[src/rtl/demux3_32b.sv]
// demux3_32b: registered 1-to-3 stream demultiplexer with per-lane holding registers and saturating discard counter
module demux3_32b #(
  parameter int WIDTH = 32
) (
  input  logic             clock,
  input  logic             reset,
  input  logic [WIDTH-1:0] in_data,
  input  logic [1:0]       control,
  input  logic             in_valid,
  output logic             in_ready,
  output logic [WIDTH-1:0] out0_data,
  output logic [WIDTH-1:0] out1_data,
  output logic [WIDTH-1:0] out2_data,
  output logic [2:0]       out_valid,
  input  logic [2:0]       out_ready,
  output logic [7:0]       drop_count
);
  logic [3:0] blocked;
  logic       accept;
  assign blocked  = {1'b0, out_valid & ~out_ready};
  assign in_ready = !blocked[control];
  assign accept   = in_valid && in_ready;
  always_ff @(posedge clock) begin
    if (reset) begin
      out_valid  <= '0;
      out0_data  <= '0;
      out1_data  <= '0;
      out2_data  <= '0;
      drop_count <= '0;
    end else begin
      for (int i = 0; i < 3; i++)
        if (accept && control == 2'(i)) out_valid[i] <= 1'b1;
        else if (out_ready[i]) out_valid[i] <= 1'b0;
      if (accept && control == 2'd0) out0_data <= in_data;
      if (accept && control == 2'd1) out1_data <= in_data;
      if (accept && control == 2'd2) out2_data <= in_data;
      if (accept && control == 2'd3 && drop_count != 8'hff) drop_count <= drop_count + 8'd1;
    end
  end
endmodule

[config.mk]
export PLATFORM = sky130hd
export DESIGN_NAME = demux3_32b
export DESIGN_NICKNAME = d
export VERILOG_FILES = /design/src/rtl/demux3_32b.sv
export SDC_FILE = /design/constraint.sdc
export NUM_CORES = 1
export LEC_CHECK = 0
export CAP_MARGIN = 20
export CORE_MARGIN = 1.5
export CORE_UTILIZATION = 43
export DETAILED_ROUTE_END_ITERATION = 8
export MAX_ROUTING_LAYER = met4
export PLACE_DENSITY = 0.79
export RECOVER_POWER = 50
export SLEW_MARGIN = 20
export SYNTH_ARGS = -nofsm -noshare
export SYNTH_HDL_FRONTEND = slang
export SYNTH_SLANG_ARGS = --single-unit
[constraint.sdc]
create_clock -name clock -period 1.8 [get_ports clock]
set_input_delay 0.36 -clock clock [delete_from_list [all_inputs] [get_ports clock]]
set_output_delay 0.36 -clock clock [all_outputs]
set_load 0.05 [all_outputs]
== Word-level counts from Yosys, hierarchy flattened ==
Index checks and enable logic that the tools add are counted.
Widths: inputs -> output; s select.

* Add/subtract/negate cells: 1
* Bitwise operators: 2
* Magnitude comparators: 1
* Mux-type cells: 8
* Equal/unequal tests: 4
* Reduce and logical (&&, ||, !) cells: 11

{| class="wikitable"
|+ Operators with widths
! operator !! count
|-
| $add 8x1->8 const B || 1
|-
| $ne 8x8->1 const B || 1
|-
| $mux 1 || 7
|-
| $logic_and 1x1->1 || 6
|-
| $reduce_bool 2->1 || 3
|-
| $eq 2x2->1 const B || 2
|-
| $and 3x3->3 || 1
|-
| $lt 2x3->1 const B || 1
|-
| $not 3->3 || 1
|-
| $bmux 1 s2 || 1
|-
| $eq 2x1->1 const B || 1
|-
| $logic_not 2->1 || 1
|-
| $logic_not 1->1 || 1
|}

* Flip-flop bits (word level): 107
* Word-level logic and storage cells: 34

== Logic depth before layout (Yosys ltp) ==
* Depth in word-level cells: 8
* Mapped depth: 6

== Worst setup path before layout ==
Ideal clock, no wire load.

* Path kind: register -> output
* From: reg out_valid[1]
* To: out in_ready
* Path slack: -0.468 ns
* Cell stages (with the launch flop): 5
* Buffers on the path: 0
* Required time: 1.440 ns
* Arrival: 1.908 ns
* Cell sequence: dfxtp_1 > nor2b_1 > nand2_1 > o21ai_0 > o21ai_0

* Cells in the longest elaborated chain, start to end: 4

{| class="wikitable"
|+ RTL lines
! item !! line !! RTL
|-
| start: declaration || 14 || <nowiki>output logic [2:0] out_valid,</nowiki>
|-
| start signal: assignment || 25 || <nowiki>out_valid <= '0;</nowiki>
|-
| start signal: indexed assignment || 32 || <nowiki>if (accept && control == 2'(i)) out_valid[i] <= 1'b1;</nowiki>
|-
| start signal: indexed assignment || 33 || <nowiki>else if (out_ready[i]) out_valid[i] <= 1'b0;</nowiki>
|-
| $and 3x3->3 || 20 || <nowiki>assign blocked = {1'b0, out_valid & ~out_ready};</nowiki>
|-
| $bmux 1 s2 || 21 || <nowiki>assign in_ready = !blocked[control];</nowiki>
|-
| $mux 1 (implied by the code) || 21 ||
|-
| $logic_not 1->1 || 21 ||
|-
| end: declaration || 10 || <nowiki>output logic in_ready,</nowiki>
|}

No other way between the ends. The select of a mux whose other input is x is not followed.

== Final worst setup path ==
* From: in out_ready[0]
* To: out in_ready

* Cells in the longest elaborated chain, start to end: 5

{| class="wikitable"
|+ RTL lines
! item !! line !! RTL
|-
| start: declaration || 15 || <nowiki>input logic [2:0] out_ready,</nowiki>
|-
| $not 3->3 || 20 ||
|-
| $and 3x3->3 || 20 ||
|-
| $bmux 1 s2 || 21 ||
|-
| $mux 1 (implied by the code) || 21 ||
|-
| $logic_not 1->1 || 21 ||
|}

No other way between the ends. The select of a mux whose other input is x is not followed.

==> metrics.csv <==
stage,metric,value,unit
sta,holdWs,325.8,ps
power,leakagePower,0.001774,uW
sta,worstMarginPinSlew,659.7,ps
setup_path,slowest_delay,480,ps
route,drtIter0Drc,179,
yosys,ys_seq_area_frac,0.5609,
global_route,grt_max_degree,49,
sta,final.setup.tns,0,ps
sta,slew_headroom,0.5621,
yosys,ys_warn_count,0,
yosys,synth-compound-area-share,0.1399,
setup_path,critPathSlowestCell,clkdlybuf4s50_1,
yosys,synthAdderAreaFrac,0.003277,
yosys,ys_ff_latch,107,
run_status,status,"complete, no violations",
route,wl,10.48,mm
sta,setup_violations,0,
global_route,globalRouteTotalUtil,0.2249,
setup_path,cp_cell_sequence,clkdlybuf4s50_1 > nand2b_1 > o21ai_1 > o21ai_2 > buf_12,
power,ir_drop,0.3462,mV
power,p_total,4452,uW
yosys,synth_top_family_by_area,simple AND/OR/NAND/NOR gates,
placement,place_inst,726,
global_route,top_usage_layer,met2,
route,post_drt_wl_per_cell,14.12,um
floorplanning,io_pins,148,
global_route,antenna_found_initial,0,
yosys,avgSynthCellArea,7.923,um^2
setup_path,crit_arrival,1400,ps
global_route,grt_pass1_vias,3388,
setup_path,cp_max_fo,2,
setup_path,cp-start-kind,input pin,
placement,hpwl,7.514,mm
floorplanning,die-area,0.009455,mm^2
yosys,synth.distinct_cells,26,
clock_network,cts_setup_buffers,0,
yosys,synth_mux_area_frac,0.005570,
clock_network,h-tree-depth,3,
yosys,syn_inst,482,
floorplanning,die_w,97.24,um
route,drc,0,
setup_path,crit_type,in2out,
setup_path,end_kind,output port,
sta,fin_skew,7.926,ps
global_route,met2_usage,0.3502,
route,first_pass_iters,4,
flow_run,cap_violations,0,
worst_hold_path,min_path_type,in2reg,
yosys,synth_xor_xnor_area_share,0.01376,
cells_and_area,instances_no_fill,742,
global_route,grt-ovfl-total,0,
placement,gp_congestion,0.8918,
global_route,grt_pass1_wl,16.74,mm
clock_network,cts_tree,done,
setup_path,required,1440,ps
sta,rsz0062_at_grt,no,
cells_and_area,fin_util,0.5797,
global_route,grt_use_met1,0.2872,
sta,finalCritPeriodShare,0.9799,
floorplanning,rows,34,
floorplanning,core,0.008678,mm^2
floorplanning,die_h,97.24,um
sta,fin_crit,1764,ps
yosys,syn_area,0.003819,mm^2
global_route,use_met3,0.05971,
clock_network,cts-buffers-inserted,9,
yosys,syn_nets,523,
power,power_density,884.9,mW/mm^2
cells_and_area,fin_nets,670,
sta,drv_slew,0,
cells_and_area,layout-drive-gt1-share,0.07571,
clock_network,cts_sinks,107,
clock_network,cts-root-buf,clkbuf_8,
cells_and_area,diodes,0,
floorplanning,start_util,0.4400,
cells_and_area,syn_to_final_growth,31.75,%
route,viasPerCell,4.961,
route,ant_nets,0,
placement,port_buffers,147,
clock_network,clock_path_buffers,2,
clock_network,clk_pin_slew,90,ps
route,vias,3681,
sta,fmax,567.0,MHz
clock_network,clkLatencyLatePin,360,ps
yosys,yosys.area_share.simple,0.2398,
sta,hold_viol,0,
-- per-stage QoR --
step / instance area (um^2) / setup WS [ps]
6_report: 5031 / 36.26
5_1_grt: 5031 / 0.3613
4_1_cts: 5431 / 7.135
3_5_place_dp: 5266 / -121.5
3_3_place_gp: 5266 / -95.85
2_1_floorplan: 3825 / 56.56
-- area by class of cell --
class,instances,area (um^2)
fill,856,3647
tap,108,135.1
timing repair buffer,170,1030
clock buffer,13,138.9
sequential,107,2143
multi-input combinational,341,1559
clock inverter,3,25.02
-- cells by family (layout without fill, tap and decap cells) --
logic type      count (synthesis)  count (layout)
simple gates                  227             227
flops                         107             107
compound gates                105             105
buf+inv                        34             186
xor+xnor                        6               6
mux                             2               2
fa+ha+maj                       1               1
-- layout by cell type, fill, tap and decap left out, types with 2 or more instances in the layout --
cell             count
nand2_1            196
clkbuf_1           106
dfxtp_1            106
a21oi_1             98
clkdlybuf4s50_1     37
buf_4               22
nor2_1              10
clkbuf_8             9
xor2_1               5
buf_12               4
nand2b_1             3
nor2b_1              3
and3_1               3
clkbuf_2             3
o21ai_1              2
o21ai_2              2
nor3_4               2
or3_1                2
nand3_1              2
o211ai_1             2
clkinv_4             2
-- timing repair --
item,CTS,global route
pin swaps,1,0
hold buffers,0,0
resized for setup,3,2
setup endpoints to repair,1,1
-- critical path: cells and delay by family --
kind	cells	cell delay, ps
AO/OA/AOI/OAI	2	280
buffers and inverters	2	640
AND/OR/NAND/NOR	1	120
-- state kept, by name, indices dropped and copies added (netlist names) --
signal and flops:
out1_data 32, out2_data 32, drop_count 8, out_valid 3, out0_data 32
-- routing by layer --
metal	vias to the layer above	part of all wire
li1	1850	-
met1	1688	0.44
met2	131	0.46
met3	12	0.085
met4	0	0.013
met5	-	0
-- worst paths after layout --
kind | start | to | slack [ps] | depth (start not counted)
worst max-delay path | out_ready[0] | in_ready | 40 | 5
worst max register to register | drop_count[0] | drop_count[7] | 230 | 5
worst min register to register | out2_data[17] | out2_data[17] | 460 | 2
worst min-delay path | reset | out0_data[30] | 330 | 2
-- cell usage after synthesis --
| cell | number | area, um^2 |
|---|---|---|
| nor3_2 | 2 | 20.02 |
| xnor2_1 | 1 | 8.760 |
| xor2_1 | 5 | 43.79 |
| and3_1 | 3 | 18.77 |
| nor3_1 | 1 | 5.000 |
| and4bb_1 | 1 | 12.51 |
| a21oi_1 | 98 | 490.5 |
| o2111ai_1 | 1 | 8.760 |
| o211ai_1 | 2 | 15.01 |
| ha_1 | 1 | 12.51 |
| nand4_1 | 1 | 6.260 |
| nor2b_1 | 4 | 25.02 |
| nand3_1 | 2 | 10.01 |
| clkbuf_1 | 24 | 90.09 |
| nand3b_1 | 1 | 7.510 |
| dfxtp_1 | 107 | 2142 |
| and2_1 | 1 | 6.260 |
| o21ai_1 | 1 | 5.000 |
| buf_2 | 10 | 50.05 |
| nand2b_1 | 3 | 18.77 |
| mux2_1 | 1 | 11.26 |
| or3_1 | 2 | 12.51 |
| mux2i_1 | 1 | 10.01 |
| nor2_1 | 10 | 37.54 |
| nand2_1 | 196 | 735.7 |
| o21ai_0 | 3 | 15.01 |
-- where the power goes --
| group | internal, uW | switching, uW | total (uW) |
|---|---|---|---|
| Sequential | 2440 | 40.5 | 2480 |
| Clock | 512 | 769 | 1280 |
| Combinational | 197 | 493 | 690 |
| Total | 3150 | 1300 | 4450 |
Note: power is estimated with default switching activity, not from simulation.
